`src/rtl/calc_uart_sequencer_if.sv`:
```
// Byte-stream bus between the calculator sequencer and its UART rx/tx
// neighbours plus the display readout.
interface calc_uart_sequencer_if #(
  parameter int OP_W = 16
);
  logic [7:0]      rx_data;
  logic            rx_valid;
  logic            back;
  logic            tx_busy;
  logic            tx_start;
  logic [7:0]      tx_data;
  logic [OP_W-1:0] result;
  logic            error;
  logic            done;
  logic [2:0]      stat;

  // Environment side: UART rx/tx models, back button, display.
  modport master (
    output rx_data, rx_valid, back, tx_busy,
    input  tx_start, tx_data, result, error, done, stat
  );

  // Sequencer side.
  modport slave (
    input  rx_data, rx_valid, back, tx_busy,
    output tx_start, tx_data, result, error, done, stat
  );
endinterface

```
`src/rtl/calc_uart_sequencer.sv`:
```
// Calculator byte sequencer: collects op1, op2 and an opcode from UART
// rx bytes, runs one ALU operation and streams the result MSB-first.
module calc_uart_sequencer #(
  parameter int OP_W = 16
) (
  input  logic                  clk,
  input  logic                  reset,
  calc_uart_sequencer_if.slave  bus
);
  localparam int BYTES = OP_W / 8;
  localparam int IDX_W = (BYTES > 1) ? $clog2(BYTES) : 1;
  localparam logic [IDX_W-1:0] LAST = IDX_W'(BYTES - 1);

  typedef enum logic [2:0] {
    WAIT_OP1 = 3'd0,
    WAIT_OP2 = 3'd1,
    WAIT_CMD = 3'd2,
    EXEC     = 3'd3,
    SEND     = 3'd4,
    TX_WAIT  = 3'd5
  } state_t;

  state_t          state_q, state_d;
  logic [IDX_W-1:0] idx_q, idx_d;
  logic [OP_W-1:0] op1_q, op1_d, op2_q, op2_d;
  logic [OP_W-1:0] result_q, result_d;
  logic [7:0]      opc_q, opc_d;
  logic            error_q, error_d;
  logic            done_q, done_d;
  logic            opc_ok;
  logic [OP_W-1:0] alu_res;
  logic [7:0]      tx_byte;

  // Opcode recognition for the incoming command byte.
  always_comb begin
    opc_ok = 1'b0;
    case (bus.rx_data)
      8'h2B, 8'h2D, 8'h2A, 8'h26, 8'h7C: opc_ok = 1'b1;
      default:                           opc_ok = 1'b0;
    endcase
  end

  // ALU on the latched opcode; all results wrap to OP_W bits.
  always_comb begin
    alu_res = '0;
    case (opc_q)
      8'h2B:   alu_res = op1_q + op2_q;
      8'h2D:   alu_res = op1_q - op2_q;
      8'h2A:   alu_res = op1_q * op2_q;
      8'h26:   alu_res = op1_q & op2_q;
      8'h7C:   alu_res = op1_q | op2_q;
      default: alu_res = '0;
    endcase
  end

  // Next-state logic; back beats rx_valid, bytes outside entry states drop.
  always_comb begin
    state_d  = state_q;
    idx_d    = idx_q;
    op1_d    = op1_q;
    op2_d    = op2_q;
    opc_d    = opc_q;
    result_d = result_q;
    error_d  = error_q;
    done_d   = 1'b0;
    case (state_q)
      WAIT_OP1: begin
        if (bus.back) begin
          idx_d = '0;
        end else if (bus.rx_valid) begin
          op1_d = (op1_q << 8) | OP_W'(bus.rx_data);
          if (idx_q == LAST) begin
            idx_d   = '0;
            state_d = WAIT_OP2;
          end else begin
            idx_d = idx_q + 1'b1;
          end
        end
      end
      WAIT_OP2: begin
        if (bus.back) begin
          idx_d   = '0;
          state_d = WAIT_OP1;
        end else if (bus.rx_valid) begin
          op2_d = (op2_q << 8) | OP_W'(bus.rx_data);
          if (idx_q == LAST) begin
            idx_d   = '0;
            state_d = WAIT_CMD;
          end else begin
            idx_d = idx_q + 1'b1;
          end
        end
      end
      WAIT_CMD: begin
        if (bus.back) begin
          idx_d   = '0;
          error_d = 1'b0;
          state_d = WAIT_OP2;
        end else if (bus.rx_valid) begin
          if (opc_ok) begin
            opc_d   = bus.rx_data;
            error_d = 1'b0;
            state_d = EXEC;
          end else begin
            error_d = 1'b1;
          end
        end
      end
      EXEC: begin
        result_d = alu_res;
        idx_d    = '0;
        state_d  = SEND;
      end
      // idx carries across SEND/TX_WAIT: it counts bytes of one result.
      SEND: begin
        if (!bus.tx_busy) state_d = TX_WAIT;
      end
      TX_WAIT: begin
        if (!bus.tx_busy) begin
          if (idx_q != LAST) begin
            idx_d   = idx_q + 1'b1;
            state_d = SEND;
          end else begin
            idx_d   = '0;
            done_d  = 1'b1;
            state_d = WAIT_OP1;
          end
        end
      end
      default: begin
        idx_d   = '0;
        state_d = WAIT_OP1;
      end
    endcase
  end

  // State and datapath registers with synchronous reset.
  always_ff @(posedge clk) begin
    if (reset) begin
      state_q  <= WAIT_OP1;
      idx_q    <= '0;
      op1_q    <= '0;
      op2_q    <= '0;
      opc_q    <= '0;
      result_q <= '0;
      error_q  <= 1'b0;
      done_q   <= 1'b0;
    end else begin
      state_q  <= state_d;
      idx_q    <= idx_d;
      op1_q    <= op1_d;
      op2_q    <= op2_d;
      opc_q    <= opc_d;
      result_q <= result_d;
      error_q  <= error_d;
      done_q   <= done_d;
    end
  end

  // Result byte for the current send index, MSB first.
  always_comb begin
    tx_byte = result_q[8*(BYTES-1-int'(idx_q)) +: 8];
  end

  assign bus.tx_start = (state_q == SEND) && !bus.tx_busy;
  assign bus.tx_data  = (state_q == SEND || state_q == TX_WAIT) ? tx_byte : 8'h00;
  assign bus.result   = result_q;
  assign bus.error    = error_q;
  assign bus.done     = done_q;
  assign bus.stat     = state_q;
endmodule

```
`src/flat_wrapper.sv`:
```
// flat-port wrapper written by rule: the top's interface ports become plain ports
module calc_uart_sequencer_flat 
#(
  parameter int OP_W = 16
)
  (clk, reset, bus_rx_data, bus_rx_valid, bus_back, bus_tx_busy, bus_tx_start, bus_tx_data, bus_result, bus_error, bus_done, bus_stat);
  calc_uart_sequencer_if #(.OP_W(OP_W)) bus_i ();
  input  logic clk;
  input  logic reset;
  input wire logic [$bits(bus_i.rx_data)-1:0] bus_rx_data;
  input wire logic [$bits(bus_i.rx_valid)-1:0] bus_rx_valid;
  input wire logic [$bits(bus_i.back)-1:0] bus_back;
  input wire logic [$bits(bus_i.tx_busy)-1:0] bus_tx_busy;
  output wire logic [$bits(bus_i.tx_start)-1:0] bus_tx_start;
  output wire logic [$bits(bus_i.tx_data)-1:0] bus_tx_data;
  output wire logic [$bits(bus_i.result)-1:0] bus_result;
  output wire logic [$bits(bus_i.error)-1:0] bus_error;
  output wire logic [$bits(bus_i.done)-1:0] bus_done;
  output wire logic [$bits(bus_i.stat)-1:0] bus_stat;
  assign bus_i.rx_data = bus_rx_data;
  assign bus_i.rx_valid = bus_rx_valid;
  assign bus_i.back = bus_back;
  assign bus_i.tx_busy = bus_tx_busy;
  assign bus_tx_start = bus_i.tx_start;
  assign bus_tx_data = bus_i.tx_data;
  assign bus_result = bus_i.result;
  assign bus_error = bus_i.error;
  assign bus_done = bus_i.done;
  assign bus_stat = bus_i.stat;
  calc_uart_sequencer #(.OP_W(OP_W)) u_core (.clk(clk), .reset(reset), .bus(bus_i));
endmodule
```
`config.mk`:
```
export PLATFORM = sky130hd
export DESIGN_NAME = calc_uart_sequencer_flat
export DESIGN_NICKNAME = d
export VERILOG_FILES = /design/src/rtl/calc_uart_sequencer_if.sv /design/src/rtl/calc_uart_sequencer.sv /design/src/flat_wrapper.sv
export SDC_FILE = /design/constraint.sdc
export NUM_CORES = 1
export LEC_CHECK = 0
export BUFFER_PORTS_ARGS = -buffer_cell sky130_fd_sc_hd__buf_2
export CORE_ASPECT_RATIO = 0.8
export CORE_MARGIN = 5
export CORE_UTILIZATION = 50
export DETAILED_ROUTE_END_ITERATION = 12
export PLACE_DENSITY = 0.71
export REMOVE_ABC_BUFFERS = 1
export SYNTH_ARGS = -nofsm -noshare
export SYNTH_HDL_FRONTEND = slang
export SYNTH_SLANG_ARGS = --single-unit
```
`constraint.sdc`:
```
create_clock -name clk -period 12.3 [get_ports clk]
set_input_delay 0 -clock clk [delete_from_list [all_inputs] [get_ports clk]]
set_output_delay 0 -clock clk [all_outputs]
set_load 0.005 [all_outputs]
```
==> impl_results.md <==
* # rows at 41
* Largest net degree at the start of global routing at 64
* # port buffers at 42
* First-pass DRT Iterations at 8
* Post-synthesis cell type count at 68
* GR met1 Demand/Resource at 0.361
* Yosys reg bits at 62
* R2r endpoint: u_core.bus.result[13]$_SDFFE_PP0N_
* Beginning of the worst hold path: bus_rx_valid
* Post-route ant nets at 0
* Met3 Usage GRT at 0.0674
* Synthesis warning total at 0
* Final Hold Viols at 0
* Post-synth ARST share at 0
* Total number of vias at 7,106
* Total power at a little over 0.6 mW
* Total global routing overflow at 0
* # diodes at 0
* RSZ-0062 raised after global routing: false
* Tcrit/Tclk final at 0.475
* DP Wirelength at 16,400 µm
* Top_reg_cell synth: dfxtp_1
* Final net count at ~1,200
* Synth Instances at 1,016
* Share of cells above drive strength 1 at 0.0896
* Worst setup path category: flip-flop to flip-flop
* F_max at 171 MHz
* CP required at approximately 12,000 ps
* Reg2reg path depth at 17
* Hold Path End: u_core.bus.error$_SDFFE_PP0P_
* Crit path time final at 5850 ps
* Status: completed
* CP startpoint kind: flip-flop
* Worst Skew at around 11 ps
* # fillers at 1,523
* DR iter-0 viols at 723
* Post-synth EDFFs at 0
* Reg area at around 0.0012 mm²
* Chip width at 152 µm
* Crit. End Element: flip-flop
* Core Area at 0.0158 mm²
* R2r setup slk at 6450 ps
* Max-cap viol count at 0
* CTS Sinks at 62
* Total Routing Usage GR at 0.246
* Initial antenna violation count at 1
* Grt met2 use at 0.371
* Rel. slew slack at 0.291
* Worst hold path stage count at 4
* # resized after CTS at 0
* H-tree levels at 3
* DRC viols at 0
* Avg WL per Cell at about 18 µm
* Multi-input combinational cell area at 0.00612 mm²
* Static leakage at 4.03 nW
* Worst path buffer plus inverter count at 3
* Worst-Skew Late Latency at 340 ps
* First-pass GRT wire length at 36,900 µm
* Top Usage Layer GRT: met2
* Family with the most delay on the worst path: adder cells
* PD cells at between 60 and 70 mW/mm²
* Final setup TNS at 0 ps
* Worst-path clk slew at approximately 60 ps
* Vias/cell at 5.67
* Clk root buf: clkbuf_16
* Final setup viols at 0
* Most frequent cell on the critical path: fa_1
* Top Ports at 43
* Area grow syn2layout at 9.49%
* Hold Crit Class: primary input to flip-flop
* Worst Max-Slew Pin Slew at between 1000 and 1500 ps
* DIE HEIGHT at 124 µm
* CP cell instances: nand2_1, fa_1, fa_1, fa_1, fa_1, inv_1, fa_1, inv_1, fa_1, inv_1, ha_1, and3_1, a21oi_1, nand3b_1, xor2_1, a221oi_1, nor3_1
* Max stage delay on crit path at 900 ps
* Peak VDD IR at 84.4 µV
* Post-synthesis sequential area ratio at 0.154
* Maximum clock insertion buffer count at 2
* CP max-delay cell: dfxtp_1
* RD Place Congestion at between 0.9 and 1
* Synthesized area per cell at 7.94 µm²
* Syn Std Cell Area at between 0.008 and 0.009 mm²
* Crit Path Max Fanout at 23
* Initial Util at 0.511
* CTS tree: yes
* Vias in the first global route at 6,885
* Total Routed Length at 22,700 µm
* Worst EP arrival at 6040 ps
* Number of buffers created by CTS at 9
* R2R Path Start: u_core.op2_q[2]$_SDFFE_PP0P_
* Die area at ~0.019 mm²
* Slew Viols, Final at 0
[cells in the final DEF, fill, tap and decap left out, types with 13 or more instances in the layout]
cell type and n:
a21o_1 20, a21oi_1 76, and2_1 63, buf_2 42
buf_4 19, dfxtp_1 62, fa_1 81, ha_1 67
inv_1 123, mux2i_1 13, nand2_1 171, nor2_1 53
nor3_1 16, xnor2_1 41, xor2_1 21
[how the worst max path moves through the flow]
stage	start	to	slack [ps]	cells after the start
final	u_core.op2_q[2]$_SDFFE_PP0P_	u_core.bus.result[13]$_SDFFE_PP0N_	6450	17
after global placement	u_core.op2_q[2]$_SDFFE_PP0P_	u_core.bus.result[13]$_SDFFE_PP0N_	6600	17
after detailed placement	u_core.op2_q[2]$_SDFFE_PP0P_	u_core.bus.result[13]$_SDFFE_PP0N_	6430	17
after floorplan	u_core.op2_q[2]$_SDFFE_PP0P_	u_core.bus.result[14]$_SDFFE_PP0N_	7020	18
after CTS	u_core.op2_q[2]$_SDFFE_PP0P_	u_core.bus.result[13]$_SDFFE_PP0N_	6430	17
after global routing	u_core.op2_q[2]$_SDFFE_PP0P_	u_core.bus.result[14]$_SDFFE_PP0N_	6200	18
[cells by family after synthesis]
kind of cell / after synthesis / share of synthesized area
and+or+nand+nor: 360 / 0.214
buffers and inverters: 188 / 0.0903
AOI/OAI and AO/OA: 182 / 0.150
adders and majority gates: 148 / 0.305
xor gates and xnor gates: 63 / 0.0701
DFF: 62 / 0.154
muxes: 13 / 0.0161
[metal layers]
metal,wire length (µm),share of wire
met2,9620,0.42
met3,2280,0.10
met5,13,0.00057
met4,309,0.014
met1,10500,0.46
[synthesized netlist by cell type (all sizes together) (4+ instances only)]
| library cell | number | share of area |
|---|---|---|
| nor2b | 6 | 0.0047 |
| or3 | 6 | 0.0053 |
| xnor2 | 41 | 0.045 |
| nand3 | 7 | 0.0043 |
| xor2 | 21 | 0.023 |
| a21oi | 77 | 0.048 |
| inv | 123 | 0.057 |
| and2 | 64 | 0.050 |
| a221o | 5 | 0.0062 |
| buf | 9 | 0.0070 |
| a22oi | 4 | 0.0037 |
| o21ai | 15 | 0.0093 |
| mux2i | 13 | 0.016 |
| clkbuf | 56 | 0.026 |
| a31oi | 6 | 0.0047 |
| a222oi | 7 | 0.0087 |
| ha | 67 | 0.10 |
| nand2 | 171 | 0.080 |
| nor4 | 7 | 0.0062 |
| nor2 | 53 | 0.025 |
| a211oi | 4 | 0.0037 |
| or2 | 4 | 0.0034 |
| a21o | 20 | 0.019 |
| nand2b | 7 | 0.0054 |
| fa | 81 | 0.20 |
| o21a | 10 | 0.0093 |
| o31ai | 6 | 0.0073 |
| nor3 | 18 | 0.012 |
| a221oi | 6 | 0.0065 |
| dfxtp | 62 | 0.15 |
[power breakdown]
part / switching, mW / internal, mW / total, mW
logic: 0.0915 / 0.0650 / 0.156
clock network: 0.107 / 0.141 / 0.248
registers: 0.00926 / 0.204 / 0.214
[what timing repair did]
item / in CTS / in global routing
hold endpoints to repair: 21 / 0
endpoints found under the setup margin: 0 / 0
hold buffers: 10 / 0
buffers inserted: 0 / 0
[sequential cells by signal (all words and copies together), names as in the netlist]
| name | count |
|---|---|
| u_core.bus.result | 16 |
| u_core.op1_q | 16 |
| u_core.op2_q | 16 |
| u_core.opc_q | 8 |
| u_core.bus.stat | 3 |
| u_core.bus.done | 1 |
| u_core.bus.error | 1 |
| u_core.idx_q | 1 |
[worst reg2reg max path: cells and delay by family, from the launching register on]
| kind | cells | cell delay [ps] |
|---|---|---|
| xor gates and xnor gates | 1 | 170 |
| adders and majority gates | 7 | 3400 |
| buffers and inverters | 3 | 140 |
| and+or+nand+nor | 4 | 570 |
| AOI/OAI and AO/OA | 2 | 520 |
| DFF | 1 | 900 |
[stage by stage]
step	utilization	cells	cell area [µm²]	setup slack, ps	hold WS, ps
floorplan	-	951	7800	7020	34.2
global placement	0.534	1227	8440	6600	240
detailed placement	0.534	1227	8440	6430	243
CTS	0.559	1253	8830	6430	73.7
global route	0.559	1253	8830	6200	145
finish	0.559	1253	8830	6450	84.7
[area by class of cell]
| class | count | share of cell area |
|---|---|---|
| clock buffers | 9 | 0.0255 |
| clock inverters | 7 | 0.00722 |
| well taps | 215 | 0.0305 |
| flip-flops and latches | 62 | 0.141 |
| inverters | 123 | 0.0523 |
| multi-input cells | 766 | 0.693 |
| repair buffers | 71 | 0.0513 |
(Power assumes the default switching activity.)
